File: src/rtl/cond_pkg.sv
// Shared ARM condition-code encodings and NZCV flag bit positions for the
// conditional-execution stage.
package cond_pkg;

    localparam logic [3:0] COND_EQ = 4'b0000;
    localparam logic [3:0] COND_NE = 4'b0001;
    localparam logic [3:0] COND_CS = 4'b0010;
    localparam logic [3:0] COND_CC = 4'b0011;
    localparam logic [3:0] COND_MI = 4'b0100;
    localparam logic [3:0] COND_PL = 4'b0101;
    localparam logic [3:0] COND_VS = 4'b0110;
    localparam logic [3:0] COND_VC = 4'b0111;
    localparam logic [3:0] COND_HI = 4'b1000;
    localparam logic [3:0] COND_LS = 4'b1001;
    localparam logic [3:0] COND_GE = 4'b1010;
    localparam logic [3:0] COND_LT = 4'b1011;
    localparam logic [3:0] COND_GT = 4'b1100;
    localparam logic [3:0] COND_LE = 4'b1101;
    localparam logic [3:0] COND_AL = 4'b1110;
    localparam logic [3:0] COND_NV = 4'b1111;

    localparam int unsigned FLAG_N = 3;
    localparam int unsigned FLAG_Z = 2;
    localparam int unsigned FLAG_C = 1;
    localparam int unsigned FLAG_V = 0;

endpackage

File: src/rtl/cond_check.sv
// Evaluates a 4-bit ARM condition field against the architectural NZCV flags.
module cond_check
    import cond_pkg::*;
(
    input  logic [3:0] Cond,
    input  logic [3:0] Flags,
    output logic       CondEx
);

    logic n, z, c, v, ge;

    assign n  = Flags[FLAG_N];
    assign z  = Flags[FLAG_Z];
    assign c  = Flags[FLAG_C];
    assign v  = Flags[FLAG_V];
    assign ge = (n == v);

    always_comb begin
        CondEx = 1'b0;
        case (Cond)
            COND_EQ: CondEx = z;
            COND_NE: CondEx = ~z;
            COND_CS: CondEx = c;
            COND_CC: CondEx = ~c;
            COND_MI: CondEx = n;
            COND_PL: CondEx = ~n;
            COND_VS: CondEx = v;
            COND_VC: CondEx = ~v;
            COND_HI: CondEx = c & ~z;
            COND_LS: CondEx = ~c | z;
            COND_GE: CondEx = ge;
            COND_LT: CondEx = ~ge;
            COND_GT: CondEx = ~z & ge;
            COND_LE: CondEx = z | ~ge;
            COND_AL: CondEx = 1'b1;
            // 1111 is unsupported and must squash the instruction
            default: CondEx = 1'b0;
        endcase
    end

endmodule

File: src/rtl/flopenr.sv
// Enabled register with synchronous active-high reset to a parameterised value.
module flopenr #(
    parameter int unsigned     WIDTH     = 8,
    parameter logic [WIDTH-1:0] RESET_VAL = '0
) (
    input  logic             clk,
    input  logic             reset,
    input  logic             en,
    input  logic [WIDTH-1:0] d,
    output logic [WIDTH-1:0] q
);

    always_ff @(posedge clk) begin
        if (reset)   q <= RESET_VAL;
        else if (en) q <= d;
    end

endmodule

File: src/rtl/flopr.sv
// Plain register with synchronous active-high reset to a parameterised value.
module flopr #(
    parameter int unsigned     WIDTH     = 8,
    parameter logic [WIDTH-1:0] RESET_VAL = '0
) (
    input  logic             clk,
    input  logic             reset,
    input  logic [WIDTH-1:0] d,
    output logic [WIDTH-1:0] q
);

    always_ff @(posedge clk) begin
        if (reset) q <= RESET_VAL;
        else       q <= d;
    end

endmodule

File: src/rtl/cond_logic.sv
// Conditional-execution stage: holds NZCV, checks Cond, and gates the decoder's
// write requests using the condition result registered one cycle earlier.
module cond_logic
    import cond_pkg::*;
#(
    parameter logic [3:0] RESET_FLAGS = 4'b0000
) (
    input  logic       clk,
    input  logic       reset,
    input  logic [3:0] Cond,
    input  logic [3:0] ALUFlags,
    input  logic [1:0] FlagW,
    input  logic       PCS,
    input  logic       NextPC,
    input  logic       RegW,
    input  logic       MemW,
    output logic       PCWrite,
    output logic       RegWrite,
    output logic       MemWrite,
    output logic [3:0] Flags,
    output logic       CondEx
);

    logic [1:0] flagwrite;
    logic [1:0] nz, cv;
    logic       condexdelayed;
    logic       gate;

    cond_check u_check (
        .Cond   (Cond),
        .Flags  (Flags),
        .CondEx (CondEx)
    );

    assign flagwrite = FlagW & {2{CondEx}};

    flopenr #(.WIDTH(2), .RESET_VAL(RESET_FLAGS[FLAG_N:FLAG_Z])) u_flag_nz (
        .clk   (clk),
        .reset (reset),
        .en    (flagwrite[1]),
        .d     (ALUFlags[FLAG_N:FLAG_Z]),
        .q     (nz)
    );

    flopenr #(.WIDTH(2), .RESET_VAL(RESET_FLAGS[FLAG_C:FLAG_V])) u_flag_cv (
        .clk   (clk),
        .reset (reset),
        .en    (flagwrite[0]),
        .d     (ALUFlags[FLAG_C:FLAG_V]),
        .q     (cv)
    );

    assign Flags = {nz, cv};

    flopr #(.WIDTH(1), .RESET_VAL(1'b0)) u_condex_q (
        .clk   (clk),
        .reset (reset),
        .d     (CondEx),
        .q     (condexdelayed)
    );

    // Writebacks are suppressed while reset is held, before the flop has cleared
    assign gate     = condexdelayed & ~reset;
    assign PCWrite  = (PCS & gate) | NextPC;
    assign RegWrite = RegW & gate;
    assign MemWrite = MemW & gate;

endmodule
File: config.mk
export PLATFORM = sky130hd
export DESIGN_NAME = cond_logic
export DESIGN_NICKNAME = d
export VERILOG_FILES = /design/src/rtl/cond_pkg.sv /design/src/rtl/cond_check.sv /design/src/rtl/flopenr.sv /design/src/rtl/flopr.sv /design/src/rtl/cond_logic.sv
export SDC_FILE = /design/constraint.sdc
export NUM_CORES = 1
export LEC_CHECK = 0
export BUFFER_PORTS_ARGS = -buffer_cell sky130_fd_sc_hd__buf_2
export CAP_MARGIN = 20
export CORE_AREA = 2 2 39 41
export DETAILED_ROUTE_END_ITERATION = 6
export DIE_AREA = 0 0 41 43
export PLACE_DENSITY_LB_ADDON = 0.08
export REMOVE_ABC_BUFFERS = 1
export SKIP_LAST_GASP = 1
export SYNTH_ARGS = -nofsm -noshare
export SYNTH_HDL_FRONTEND = slang
export SYNTH_HIERARCHICAL = 1
export SYNTH_SLANG_ARGS = --single-unit
File: constraint.sdc
create_clock -name clk -period 2.1 [get_ports clk]
set_clock_uncertainty 0.05 [all_clocks]
set_input_delay 0.21 -clock clk [delete_from_list [all_inputs] [get_ports clk]]
set_output_delay 0.21 -clock clk [all_outputs]
set_load 0.005 [all_outputs]
# Word-level counts from Yosys, hierarchy flattened
# Cells that the tools add are included.
dict set report word_totals {
  output_inout_bits 8
  word_cells 36
  ff_bits 5
  inputBits 16
}
dict set report classes {
  n_bitwise 16
  n_mux 1
  n_reduce_logical 1
  n_eq_ne 15
}
# op count
set op_table {}
lappend op_table {{$eq 4x4->1 const B} 7}
lappend op_table {{$eq 4x3->1 const B} 4}
lappend op_table {{$pmux 1 s15} 1}
lappend op_table {{$eq 4x2->1 const B} 2}
lappend op_table {{$and 1x1->1} 6}
lappend op_table {{$not 1->1} 6}
lappend op_table {{$eq 4x1->1 const B} 1}
lappend op_table {{$logic_not 4->1} 1}
lappend op_table {{$or 1x1->1} 3}
lappend op_table {{$and 2x2->2} 1}
lappend op_table {{$eq 1x1->1} 1}

# Depth between registers and ports, before layout
dict set report logic_depth {
  depth_word 5
  ltp_mapped 8
  ltp_nobuf 7
}

# Hierarchy
# The synthesis kept the hierarchy.
# mod n_inst seq_area_each_um2 area_per_inst_um2 cells_each
set modules_own_cells {}
lappend modules_own_cells {cond_check 1 0.0 193.9 28}
lappend modules_own_cells {flopenr 2 40.0 67.6 6}
lappend modules_own_cells {cond_logic 1 0.0 46.3 6}
lappend modules_own_cells {flopr 1 20.0 33.8 2}

# Worst setup path after synthesis
# OpenSTA, ideal clock, no wires.
dict set report synth_path {
  path_kind {reg2reg}
  startpoint {reg u_flag_nz.q[1]}
  endpoint {reg u_flag_cv.q[0]}
  path_stages_with_launch 8
  n_path_buf 0
  slack_ns 0.296
  setup_ns 0.114
  synth_period_minus_slack_ns 1.804
  arrival_ns 1.639
  t_required_ns 1.936
  cell_sequence {dfxtp_1 -> xnor2_2 -> o22ai_1 -> a211o_1 -> a211o_1 -> and2_1 -> mux2i_1 -> nor2_1}
}
dict set report synth_between {
  elab_chain_len 5
  elab_cells_between_ends 7
  cone_classes {1 x eq/ne; 1 x mux; 5 x bitwise}
}
# element line
set synth_lines {}
lappend synth_lines {{start: declaration} flopenr.sv:10} ;# output logic [WIDTH-1:0] q
lappend synth_lines {{start signal: assignment} flopenr.sv:14} ;# if (reset) q <= RESET_VAL;
lappend synth_lines {{start signal: assignment} flopenr.sv:15} ;# else if (en) q <= d;
lappend synth_lines {{$eq 1x1->1} cond_check.sv:16} ;# assign ge = (n == v);
lappend synth_lines {{$not 1->1} {cond_check.sv:32, cond_check.sv:34}}
lappend synth_lines {{$or 1x1->1} cond_check.sv:34} ;# COND_LE: CondEx = z | ~ge;
lappend synth_lines {{$pmux 1 s15 *} cond_check.sv:20} ;# case (Cond)
lappend synth_lines {{net CondEx} cond_logic.sv:21} ;# output logic CondEx
lappend synth_lines {{$and 2x2->2 *} cond_logic.sv:35} ;# assign flagwrite = FlagW & {2{CondEx}};
lappend synth_lines {{net flagwrite[0]} cond_logic.sv:24} ;# logic [1:0] flagwrite;
lappend synth_lines {{end signal: assignment} flopenr.sv:14}
lappend synth_lines {{end signal: assignment} flopenr.sv:15}
lappend synth_lines {{end: declaration} flopenr.sv:10}
# The timed path passes the listed nets; every way through them passes the cells marked *.
# A chain may end at the register's enable or synchronous reset.

# Worst setup path after layout
dict set report layout_path {
  startpoint {reg u_flag_nz.q[1]}
  endpoint {out CondEx}
}
dict set report layout_between {
  elab_chain_len 4
  elab_cells_between_ends 6
  cone_classes {1 x eq/ne; 1 x mux; 4 x bitwise}
}
# element line
set layout_lines {}
lappend layout_lines {{$eq 1x1->1} cond_check.sv:16}
lappend layout_lines {{$not 1->1} {cond_check.sv:32, cond_check.sv:34}}
lappend layout_lines {{$or 1x1->1} cond_check.sv:34}
lappend layout_lines {{$pmux 1 s15 *} cond_check.sv:20}
lappend layout_lines {{end: declaration} cond_logic.sv:21}
# Every way passes the cells marked *; elsewhere a longest branch is shown, timed or not.

==> metrics.log <==
[metrics] outcome: finished, final reports clean
[metrics] Worst path most repeated cell: sky130_fd_sc_hd__a211o_1
[metrics] startpoint of the worst hold path: ALUFlags[0]
[metrics] chip height: approximately 43 µm
[metrics] Wirelength per Cell: about 12 µm
[metrics] RD Place Congestion: slightly above 0.6
[metrics] maximum number of pins on one net before global-route repair: 10
[metrics] peak supply drop: 0.329 mV
[metrics] post-detailed-route DRC marker count: 0
[metrics] Synth Area per Inst: roughly 8.5 µm²
[metrics] Routed Wire Length: a little over 1000 µm
[metrics] Initial Util: 0.296
[metrics] measured slew at the worst slew-check pin: between 0.2 and 0.3 ns
[metrics] Internal Pwr Total: about 0.00023 W
[metrics] overall routing resource usage: 0.129
[metrics] Mapped Area: 409 µm²
[metrics] layout cell share with drive strength beyond 1: 0.419
[metrics] final setup violation count: 0
[metrics] root buffer selected by CTS: sky130_fd_sc_hd__clkbuf_4
[metrics] number of detailed-routing iterations run before antenna repair: 3
[metrics] CTS tree: yes
[metrics] worst max-slew margin expressed relative to the limit: 0.817
[metrics] worst hold path depth: 3
[metrics] final hold slack: 0.160 ns
[metrics] fraction of power spent switching nets: 0.280
[metrics] leak pwr: 0.279 nW
[metrics] initial antenna violation count: 0
[metrics] reg-to-reg endpoint: u_flag_cv/q[1]
[metrics] CTS H-tree lvls: 1
[metrics] Seq/Total Area, Yosys: 0.245
[metrics] biggest cell delay along the critical path: roughly 0.47 ns
[metrics] 1st-iter DRT viols: 4
[metrics] Syn. warnings: 6
[metrics] share of power burned in the clock network: 0.347
[metrics] residual antenna-violating net count after detailed routing: 0
[metrics] worst setup slack after placement: ~0.19 ns
[metrics] Clock Tree Buf Depth: 2
[metrics] Hold Violations, Final: 0
[metrics] net load switching power: between 0.00008 and 0.00009 W
[metrics] synthesized flop and latch total: 5
[metrics] number of setup buffers added after CTS: 0
[metrics] post-DR vias/cell: 4.89
[metrics] beginning of the worst register-to-register path: u_flag_nz/q[1]
[metrics] standard-cell row count: 14
[metrics] Bufs and invs on worst path: 1
[metrics] final critical-path share of the clock period: 0.953
[metrics] most used cells in the layout excluding fill and tap cells: sky130_fd_sc_hd__buf_2, sky130_fd_sc_hd__nor2_1, sky130_fd_sc_hd__dfxtp_1
[metrics] total grt overflow: 0
[metrics] most frequent standard cell in the layout excluding fill and tap cells: sky130_fd_sc_hd__buf_2
[metrics] arrival time reported for the critical path endpoint: approximately 1.7 ns
[metrics] Highest Clock Rate: around 500 MHz
[metrics] WP data required: 1.84 ns
[metrics] total power after layout: about 0.00031 W
[metrics] Filler cells: around 140
[metrics] max-capacitance violation count: 0
[metrics] first-pass GRT wire length: between 1500 and 2000 µm
[metrics] fin nets: 91
[metrics] final critical path time including I/O delays and setup: about 2.0 ns
[metrics] cell area power density: about 550 nW/µm²
[metrics] Setup crit start kind: register
[metrics] storage element area: 100 µm²
[metrics] layout overhead on the synthesized area: 39.1%
[metrics] # IOs: 24
[metrics] R2R setup slack: between 0.15 and 0.2 ns
[metrics] count of unique library cells instantiated by Yosys: 25
[metrics] number of clock sinks seen by CTS: 5
[metrics] maximum net fanout on the critical path: 7
[metrics] Via Count: between 400 and 500
[metrics] fin util: 0.411
[metrics] post-CTS sizing: 0
[metrics] count of flip-flops with a built-in enable after synthesis: 0
[metrics] fraction of synthesis flops using an asynchronous set or reset pin: 0
[metrics] clock-pin slew of the registers on the worst-case setup and hold paths: approximately 0.040 ns
[metrics] setup repair after global routing missed its margin: false
[metrics] number of buffers inserted for hold repair after clock tree synthesis: 0
[metrics] source-to-sink clock delay at the later pin of the worst-skew pair: 0.24 ns
[metrics] Syn Inst Count: 48
[metrics] path type of the worst setup path: register to primary output
[metrics] commonest register cell after synthesis: sky130_fd_sc_hd__dfxtp_1
[metrics] area used by multi-input combinational logic: 300 µm²
[metrics] die outline width: 41 µm
[metrics] vias in the first global route: approximately 380
[metrics] cts bufs inserted: 3
[metrics] placeable core region: ~1400 µm²
[metrics] logic gate share of total power: 0.298
[metrics] Final Max Tran Viols: 0
[metrics] CP delay by family, top: compound AO/OA/AOI/OAI gates
[metrics] number of port buffers: 23
[metrics] reg2reg path depth: 7
[metrics] ordered list of cells on the worst path: xnor2_2 -> o22ai_1 -> a211o_1 -> a211o_1 -> buf_2
[metrics] end point of the worst hold path: u_flag_cv/q[0]
[metrics] Ant. Diodes: 0
[metrics] capturing element type of the critical path: primary output
[metrics] Critical Path Slowest Stage Cell: sky130_fd_sc_hd__dfxtp_1
[metrics] final worst-path setup slack: approximately 0.1 ns
[metrics] setup_tns: 0 ns
[metrics] Reg power frac: 0.355
[metrics] detailed placement HPWL: slightly above 800 µm
[metrics] class of the tightest hold or removal check: input pin to register
[metrics] die area: roughly 1800 µm²
metal layers:
| layer | track usage | up-vias | wire, µm |
|---|---|---|---|
| li1 | - | 224 | - |
| met1 | 0.159 | 195 | 472 |
| met2 | 0.194 | 19 | 462 |
| met3 | 0.0262 | 2 | 88 |
| met4 | 0.0800 | 0 | 15 |
| met5 | 0 | - | 0 |
how the worst max path moves through the flow:
stage	startpoint	endpoint	slack, ns	depth (start not counted)
floorplan	u_flag_nz/q[1]	u_flag_cv/q[0]	0.30	7
global placement	u_flag_nz/q[1]	u_flag_cv/q[1]	0.26	7
detailed placement	u_flag_nz/q[1]	u_flag_cv/q[0]	0.19	7
CTS	u_flag_nz/q[1]	CondEx	0.08	5
global route	u_flag_nz/q[1]	CondEx	0.02	5
finish	u_flag_nz/q[1]	CondEx	0.1	5
registers in the layout, summed over array words and instances (netlist names):
name and cells:
u_condex_q/q 1, u_flag_cv/q 2, u_flag_nz/q 2
stage by stage:
step / instance area (µm²) / instances
6_report: 569 / 90
2_1_floorplan: 400 / 46
4_1_cts: 569 / 90
3_5_place_dp: 543 / 86
5_1_grt: 569 / 90
3_3_place_gp: 543 / 86
cells in the mapped netlist, drive strengths merged (2+ instances only):
cell,n,share of area
nor3,2,0.024
mux2i,4,0.098
a21oi,3,0.037
nand2b,2,0.031
nor2b,3,0.083
a211o,2,0.043
dfxtp,5,0.24
nor2,6,0.055
nand2,2,0.018
o211ai,2,0.037
and2,4,0.061
power by group through the flow:
stage	logic (W)	clock network (W)	registers (W)
2_1_floorplan	0.0000532	0	0.000112
3_3_place_gp	0.0000944	0	0.000113
3_5_place_dp	0.0000932	0	0.000114
4_1_cts	0.0000938	0.000115	0.000112
5_1_grt	0.000102	0.000122	0.000113
6_report	0.0000939	0.000109	0.000112
area by class of cell:
cell class,instances,share of cell area
clock buffer,4,0.0462
multi-input combinational,41,0.527
sequential,5,0.176
tap,16,0.0352
timing repair buffer,24,0.215
cells by family after synthesis:
family	Yosys count	synth area share
AND/OR/NAND/NOR	22	0.330
flip-flops	5	0.245
buffers and inverters	2	0.0214
multiplexers	5	0.135
AO/OA/AOI/OAI	12	0.208
XOR/XNOR	2	0.0612
worst register-to-register path: cells and delay by family, from the launching register on:
family          cells  cell delay [ns]
compound gates      3             0.72
flops               1             0.47
simple gates        2             0.25
xor+xnor            1             0.17
mux                 1             0.16
Note: power is estimated with default switching activity, not from simulation.
